--- config.mk ---
export PLATFORM = sky130hd
export DESIGN_NAME = exc_ctrl_flat
export DESIGN_NICKNAME = d
export VERILOG_FILES = /design/src/rtl/exc_ctrl_if.sv /design/src/rtl/exc_ctrl.sv /design/src/flat_wrapper.sv
export SDC_FILE = /design/constraint.sdc
export NUM_CORES = 1
export LEC_CHECK = 0
export ABC_CLOCK_PERIOD_IN_PS = 2200
export BUFFER_PORTS_ARGS = -buffer_cell sky130_fd_sc_hd__buf_2
export CAP_MARGIN = 40
export CORE_UTILIZATION = 34
export CTS_CLUSTER_SIZE = 40
export DETAILED_ROUTE_END_ITERATION = 12
export PLACE_DENSITY = 0.67
export RECOVER_POWER = 25
export SYNTH_ARGS = -nofsm -noshare
export SYNTH_HDL_FRONTEND = slang
export SYNTH_SLANG_ARGS = --single-unit
export TNS_END_PERCENT = 50
--- constraint.sdc ---
create_clock -name clk -period 2.2 [get_ports clk]
set_clock_uncertainty 0.2 [all_clocks]
set_input_delay 0.33 -clock clk [delete_from_list [all_inputs] [get_ports clk]]
set_output_delay 0.33 -clock clk [all_outputs]
set_load 0.005 [all_outputs]
--- src/rtl/exc_ctrl_if.sv ---
// Decode/fetch-side signals of the exception sequencer, bundled for exc_ctrl.
// The master side is the pipeline (drives decode status); the slave side is exc_ctrl.
interface exc_ctrl_if;
  logic        irq_async;
  logic [31:0] pc_decode;
  logic        dec_valid;
  logic        op_ill;
  logic        stall;
  logic        exc_inject;
  logic        exc_annul_f;
  logic        exc_pc_sel;
  logic [31:0] exc_vec;
  logic [1:0]  exc_cause;
  logic        irq_ack;
  logic        busy;
  logic [15:0] ill_count;

  modport master (
    output irq_async, pc_decode, dec_valid, op_ill, stall,
    input  exc_inject, exc_annul_f, exc_pc_sel, exc_vec, exc_cause,
           irq_ack, busy, ill_count
  );

  modport slave (
    input  irq_async, pc_decode, dec_valid, op_ill, stall,
    output exc_inject, exc_annul_f, exc_pc_sel, exc_vec, exc_cause,
           irq_ack, busy, ill_count
  );
endinterface

--- src/rtl/exc_ctrl.sv ---
// Exception/interrupt sequencer for the Beta pipeline: injects BNE-to-XP in decode,
// redirects fetch to the vector, then holds off further exceptions until write-back.
module exc_ctrl #(
  parameter logic [31:0] ILLOP_VEC    = 32'h8000_0004,
  parameter logic [31:0] IRQ_VEC      = 32'h8000_0008,
  parameter int          DRAIN_CYCLES = 3,
  parameter int          SYNC_STAGES  = 2
) (
  input  logic      clk,
  input  logic      rst,
  exc_ctrl_if.slave bus
);

  localparam int CNT_W = (DRAIN_CYCLES > 1) ? $clog2(DRAIN_CYCLES) : 1;
  localparam logic [CNT_W-1:0] CNT_LOAD = CNT_W'(DRAIN_CYCLES - 1);

  typedef enum logic {IDLE, DRAIN} state_t;

  state_t                 state_q, state_d;
  logic [CNT_W-1:0]       cnt_q, cnt_d;
  logic [SYNC_STAGES-1:0] sync_q;
  logic                   irq_prev_q;
  logic                   irq_pend_q, irq_pend_d;
  logic [1:0]             cause_q, cause_d;
  logic [15:0]            ill_cnt_q, ill_cnt_d;

  logic irq_s;
  logic irq_rise;
  logic can_take;
  logic take_ill;
  logic take_irq;
  logic unused_pc;

  assign irq_s     = sync_q[SYNC_STAGES-1];
  assign irq_rise  = irq_s && !irq_prev_q;
  assign unused_pc = ^bus.pc_decode[30:0];

  // rst gating keeps every Mealy output low while reset is asserted
  assign can_take = !rst && (state_q == IDLE) && bus.dec_valid && !bus.stall;
  assign take_ill = can_take && bus.op_ill;
  assign take_irq = can_take && irq_pend_q && !bus.pc_decode[31] && !bus.op_ill;

  // State register
  always_ff @(posedge clk or posedge rst) begin
    if (rst) begin
      state_q <= IDLE;
      cnt_q   <= '0;
    end else begin
      state_q <= state_d;
      cnt_q   <= cnt_d;
    end
  end

  // Next-state logic
  always_comb begin
    state_d = state_q;
    cnt_d   = cnt_q;
    unique case (state_q)
      IDLE: begin
        if (take_ill || take_irq) begin
          state_d = DRAIN;
          cnt_d   = CNT_LOAD;
        end
      end
      DRAIN: begin
        if (cnt_q == '0) state_d = IDLE;
        else             cnt_d   = cnt_q - 1'b1;
      end
      default: state_d = IDLE;
    endcase
  end

  // Output logic
  always_comb begin
    bus.exc_inject  = take_ill || take_irq;
    bus.exc_annul_f = take_ill || take_irq;
    bus.exc_pc_sel  = take_ill || take_irq;
    bus.exc_vec     = take_ill ? ILLOP_VEC : (take_irq ? IRQ_VEC : 32'h0);
    bus.irq_ack     = take_irq;
    bus.busy        = (state_q == DRAIN);
    bus.exc_cause   = cause_q;
    bus.ill_count   = ill_cnt_q;
  end

  // Accept clears the pending request even if a new edge arrives in the same cycle
  always_comb begin
    irq_pend_d = irq_pend_q;
    if (take_irq)      irq_pend_d = 1'b0;
    else if (irq_rise) irq_pend_d = 1'b1;

    cause_d = cause_q;
    if (take_ill)      cause_d = 2'b01;
    else if (take_irq) cause_d = 2'b10;

    ill_cnt_d = ill_cnt_q;
    if (take_ill && (ill_cnt_q != 16'hFFFF)) ill_cnt_d = ill_cnt_q + 16'd1;
  end

  always_ff @(posedge clk or posedge rst) begin
    if (rst) begin
      sync_q     <= '0;
      irq_prev_q <= 1'b0;
      irq_pend_q <= 1'b0;
      cause_q    <= 2'b00;
      ill_cnt_q  <= 16'h0;
    end else begin
      sync_q     <= {sync_q[SYNC_STAGES-2:0], bus.irq_async};
      irq_prev_q <= irq_s;
      irq_pend_q <= irq_pend_d;
      cause_q    <= cause_d;
      ill_cnt_q  <= ill_cnt_d;
    end
  end

endmodule

--- src/flat_wrapper.sv ---
// flat-port wrapper written by rule: the top's interface ports become plain ports
module exc_ctrl_flat 
#(
  parameter logic [31:0] ILLOP_VEC    = 32'h8000_0004,
  parameter logic [31:0] IRQ_VEC      = 32'h8000_0008,
  parameter int          DRAIN_CYCLES = 3,
  parameter int          SYNC_STAGES  = 2
)
  (clk, rst, bus_irq_async, bus_pc_decode, bus_dec_valid, bus_op_ill, bus_stall, bus_exc_inject, bus_exc_annul_f, bus_exc_pc_sel, bus_exc_vec, bus_exc_cause, bus_irq_ack, bus_busy, bus_ill_count);
  exc_ctrl_if bus_i ();
  input  logic clk;
  input  logic rst;
  input wire logic [$bits(bus_i.irq_async)-1:0] bus_irq_async;
  input wire logic [$bits(bus_i.pc_decode)-1:0] bus_pc_decode;
  input wire logic [$bits(bus_i.dec_valid)-1:0] bus_dec_valid;
  input wire logic [$bits(bus_i.op_ill)-1:0] bus_op_ill;
  input wire logic [$bits(bus_i.stall)-1:0] bus_stall;
  output wire logic [$bits(bus_i.exc_inject)-1:0] bus_exc_inject;
  output wire logic [$bits(bus_i.exc_annul_f)-1:0] bus_exc_annul_f;
  output wire logic [$bits(bus_i.exc_pc_sel)-1:0] bus_exc_pc_sel;
  output wire logic [$bits(bus_i.exc_vec)-1:0] bus_exc_vec;
  output wire logic [$bits(bus_i.exc_cause)-1:0] bus_exc_cause;
  output wire logic [$bits(bus_i.irq_ack)-1:0] bus_irq_ack;
  output wire logic [$bits(bus_i.busy)-1:0] bus_busy;
  output wire logic [$bits(bus_i.ill_count)-1:0] bus_ill_count;
  assign bus_i.irq_async = bus_irq_async;
  assign bus_i.pc_decode = bus_pc_decode;
  assign bus_i.dec_valid = bus_dec_valid;
  assign bus_i.op_ill = bus_op_ill;
  assign bus_i.stall = bus_stall;
  assign bus_exc_inject = bus_i.exc_inject;
  assign bus_exc_annul_f = bus_i.exc_annul_f;
  assign bus_exc_pc_sel = bus_i.exc_pc_sel;
  assign bus_exc_vec = bus_i.exc_vec;
  assign bus_exc_cause = bus_i.exc_cause;
  assign bus_irq_ack = bus_i.irq_ack;
  assign bus_busy = bus_i.busy;
  assign bus_ill_count = bus_i.ill_count;
  exc_ctrl #(.ILLOP_VEC(ILLOP_VEC), .IRQ_VEC(IRQ_VEC), .DRAIN_CYCLES(DRAIN_CYCLES), .SYNC_STAGES(SYNC_STAGES)) u_core (.clk(clk), .rst(rst), .bus(bus_i));
endmodule
== After elaboration in Yosys (flattened, before gate mapping) ==
Index checks and enable logic that the tools add are counted.

* Bits in registers: 25
* Input bits: 38
* Output and inout bits: 55
* Word-level logic and storage cells: 44

* Add/sub/neg operators: 2
* Equality and inequality tests: 3
* Mux-type cells: 12
* Bitwise logic cells: 1
* Reductions and logical operators: 19

{| class="wikitable"
|+ Operators with widths
! kind !! number
|-
| $mux 32 || 2
|-
| $add 16x1->16 const B || 1
|-
| $ne 16x16->1 const B || 1
|-
| $logic_and 1x1->1 || 9
|-
| $mux 2 || 4
|-
| $logic_not 1->1 || 5
|-
| $mux 1 || 4
|-
| $ne 2x2->1 const B || 2
|-
| $pmux 2 s2 || 1
|-
| $reduce_bool 2->1 || 2
|-
| $logic_not 2->1 || 1
|-
| $pmux 1 s2 || 1
|-
| $reduce_and 2->1 || 1
|-
| $sub 2x1->2 const B || 1
|-
| $logic_or 1x1->1 || 1
|-
| $not 1->1 || 1
|}

== Logic depth before layout (Yosys ltp) ==
* Depth in word-level cells: 10
* Depth in mapped cells: 5
* Depth with buffers taken out: 5

== Worst setup path before layout ==
Ideal clock, no wire load.

* Kind: reg2reg
* Start: register u_core.ill_cnt_q[0] (netlist: u_core.bus.ill_count[0])
* End: register u_core.ill_cnt_q[1] (netlist: u_core.bus.ill_count[1])
* Setup time: 125 ps
* Arrival time: 1614 ps
* Required time: 1875 ps
* Path slack: 261 ps
* Stages on the path, launching flop included: 6
* Buffers on the path: 0
* Period minus slack after synthesis: 1939 ps
* Cells stage by stage: dfrtp_1 ha_1 nand3_1 nor4_4 nor2_2 mux2_4

* Longest elaborated chain between the ends: 2
* Elaborated cells on any way between the ends: 3
* Those cells by class: add/sub (1); eq/ne (1); reduce/logical (1)

{| class="wikitable"
|+ Ends and longest elaborated chain
! what !! line !! source
|-
| from (decl) || exc_ctrl.sv:25 || <nowiki>logic [15:0] ill_cnt_q, ill_cnt_d;</nowiki>
|-
| from (signal assigned) || exc_ctrl.sv:111 || <nowiki>ill_cnt_q <= ill_cnt_d;</nowiki>
|-
| parallel branches: the longest is 2 deep, another holds $add 16x1->16 || - ||
|}

Parallel ways; which one is timed is not known.
A chain may end at the register's enable or synchronous reset.

== Final worst setup path ==
* Start: register u_core.state_q (netlist: u_core.bus.busy)
* End: output bus_exc_vec[2]

* Longest elaborated chain between the ends: 6

{| class="wikitable"
|+ Ends and longest elaborated chain
! what !! line !! source
|-
| from (decl) || exc_ctrl.sv:19 || <nowiki>state_t state_q, state_d;</nowiki>
|-
| from (signal assigned) || exc_ctrl.sv:49 || <nowiki>state_q <= state_d;</nowiki>
|-
| $not 1->1 || exc_ctrl.sv:39 || <nowiki>assign can_take = !rst && (state_q == IDLE) && bus.dec_valid && !bus.stall;</nowiki>
|-
| $logic_and 1x1->1 (3 in a row) || exc_ctrl.sv:39 ||
|-
| $logic_and 1x1->1 || exc_ctrl.sv:40 || <nowiki>assign take_ill = can_take && bus.op_ill;</nowiki>
|-
| $mux 32 || exc_ctrl.sv:78 || <nowiki>bus.exc_vec = take_ill ? ILLOP_VEC : (take_irq ? IRQ_VEC : 32'h0);</nowiki>
|-
| to (decl) || flat_wrapper.sv:21 || <nowiki>output wire logic [$bits(bus_i.exc_vec)-1:0] bus_exc_vec;</nowiki>
|}

No other way between the ends.

==> impl_metrics.tcl <==
set metrics [dict create \
    status "completed" \
    cts_tree "yes" \
    drtIter0Drc 33 \
    critical_path.max_fanout 13 \
    area_growth_pct 11.2 \
    die_y_um 67.1 \
    grt_remaining_overflow 0 \
    wl_per_cell_um 10.3 \
    grt_pass1_wl_um 3990 \
    yosysTopAreaCell "dfrtp_1" \
    period_share 0.939 \
    synth-seq-cells 25 \
    drive_gt1_frac 0.267 \
    synth_top_area_share 0.434 \
    yosys-top-cells-area "dfrtp_1 (43%), buf_4 (17%), xor2_1 (7.3%)" \
    combPwrFrac 0.234 \
    dp_hpwl_um 1760 \
    cp_cell_sequence "nor4b_4 -> nand2_2 -> inv_1 -> buf_2" \
    cts_setup_buffers 0 \
    diodes 0 \
    whs_path_depth 0 \
    finalNonFillerCells 226 \
    synth_flop_cell "dfrtp_1" \
    crit_arrival_ps 1540 \
    worstRegToRegCells 5 \
    syn_avg_cell_area_um2 10.3 \
    dp_cells 220 \
    min_from "u_core.sync_q[0]" \
    drv_slew 0 \
    numClockSinks 25 \
    root_buffer "clkbuf_8" \
    finalWorstSetupSlack_ps 133 \
    synth_area_mm2 0.00144 \
    via_per_inst 4.45 \
    slowest_delay_ps 420 \
    power_switching_mw 0.339 \
    reg2reg_slack_ps 290 \
    p_int_mw 0.797 \
    tightestPinTransition_ps 599 \
    ys_warn_count 0 \
    max-vdd-ir-drop_mv 0.259 \
    ctsHtreeMaxLevel 1 \
    wl_um 2330 \
    fmax_mhz 484 \
    final_common_cell "buf_2" \
    clock_latency_ps 260 \
    port_buffers 32 \
    hp-class "flop to flop" \
    cts_buffers 3 \
    core-area_mm2 0.00403 \
    cp-end-kind "output port" \
    grt_pass1_vias 905 \
    drv_cap 0 \
    post-layout-total-power_mw 1.14 \
    syn_inst 140 \
    synth_edf_count 0 \
    r2r_start "u_core.bus.ill_count[0]" \
    fin_tns_setup_ps 0 \
    first_pass_iters 4 \
    nets 217 \
    clockBufferDepth 2 \
    rr_endpoint "u_core.bus.ill_count[15]" \
    place_congestion 0.769 \
    clk_pin_slew_worst_paths_ps 80 \
    async_flop_share 1.00 \
    num_rows 23 \
    die_w_um 67.1 \
    vias 1005 \
    hold-path-endpoint "u_core.sync_q[1]" \
    power_switching_share 0.298 \
    ys_seq_area_frac 0.434 \
    grt_max_degree 26 \
    start_util 0.357 \
    path_class "flop to output port" \
    hold_violations 0 \
    power_frac_clock 0.230 \
    grt_antenna_before_repair 0 \
    track_usage 0.116 \
    most-common-layout-cells "buf_2 (32), conb_1 (29), dfrtp_1 (25), xor2_1 (12)" \
    drc_errors 0 \
    p_per_area_mw_per_mm2 709 \
    startpoint_type "flop" \
    pre_cts_slack_ps 188 \
    cp.required_ps 1670 \
    leakagePower_nw 0.912 \
    power_frac_seq 0.536 \
    relSlewSlack 0.601 \
    cpMaxStageDelayCell "dfrtp_1" \
    ant_nets 0 \
    rsz0062_at_grt "true" \
    min_period_ps 2070 \
    fp.dieArea_mm2 0.00450 \
    setup_viol 0 \
    io_pins 93 \
    ys_types 34 \
]
sequential cells by signal, indices dropped and copies added (netlist names):
| name | flops |
|---|---|
| u_core.cnt_q | 2 |
| u_core.irq_pend_q | 1 |
| u_core.irq_prev_q | 1 |
| u_core.bus.busy | 1 |
| u_core.sync_q | 2 |
| u_core.bus.exc_cause | 2 |
| u_core.bus.ill_count | 16 |
routing by layer:
layer / track usage / up-vias / part of all wire
met5: 0 / - / 0
met4: 0.0479 / 0 / 0.013
met2: 0.186 / 32 / 0.45
met3: 0.0257 / 2 / 0.055
met1: 0.149 / 484 / 0.48
li1: - / 487 / -
cell usage after synthesis (2+ instances only):
cell type,count
and3_1,2
and3b_1,2
buf_4,33
dfrtp_1,25
ha_1,2
inv_1,8
nand2_1,8
nand3_1,4
nand4_1,6
nor2_1,3
nor3_1,7
nor4_1,2
nor4_2,2
o21ai_0,5
xor2_1,12
cells by family after synthesis:
| kind of cell | share of synthesized area |
|---|---|
| adder cells (fa/ha/maj) | 0.0174 |
| multiplexers | 0.0104 |
| XOR/XNOR | 0.0791 |
| buffers and inverters | 0.201 |
| flip-flops | 0.434 |
| AO/OA/AOI/OAI | 0.0365 |
| other | 0.00260 |
| AND/OR/NAND/NOR | 0.219 |
critical path, delay by kind of cell, from the launching register on:
family / cells / cell delay, ps
buffers and inverters: 2 / 250
flip-flops: 1 / 420
AND/OR/NAND/NOR: 2 / 620
through the flow:
stage | hold WS [ps] | area [µm²] | util
2_1_floorplan | 131 | 1550 | -
3_3_place_gp | 135 | 1540 | 0.382
3_5_place_dp | 137 | 1540 | 0.382
4_1_cts | 157 | 1600 | 0.398
5_1_grt | 160 | 1600 | 0.398
6_report | 155 | 1600 | 0.398
how the worst max path moves through the flow:
stage,to,cells past startpoint,from
2_1_floorplan,u_core.bus.ill_count[1],5,u_core.bus.ill_count[0]
3_3_place_gp,u_core.bus.ill_count[3],5,rst
3_5_place_dp,u_core.bus.ill_count[3],5,rst
4_1_cts,bus_exc_pc_sel,4,u_core.bus.busy
5_1_grt,bus_exc_vec[2],4,u_core.bus.busy
6_report,bus_exc_vec[2],4,u_core.bus.busy
final cells by class:
| type | count | area, µm² |
|---|---|---|
| sequential | 25 | 626 |
| fill | 424 | 2430 |
| inverter | 8 | 30.0 |
| multi-input combinational | 101 | 631 |
| tap | 50 | 62.6 |
| timing repair buffer | 38 | 208 |
| clock buffer | 4 | 45.0 |
what timing repair did:
action | CTS | global route
endpoints found under the setup margin | 0 | 5
hold buffers | 2 | 0
gates resized for setup | 0 | 1
endpoints found under the hold margin | 26 | 0
power groups by stage:
stage	Combinational [mW]	Sequential [mW]	Clock (mW)
6_report	0.266	0.609	0.261
5_1_grt	0.311	0.620	0.290
4_1_cts	0.271	0.609	0.275
3_5_place_dp	0.266	0.619	0
3_3_place_gp	0.262	0.616	0
2_1_floorplan	0.201	0.613	0
No activity file was read; power rests on OpenSTA's default activity.
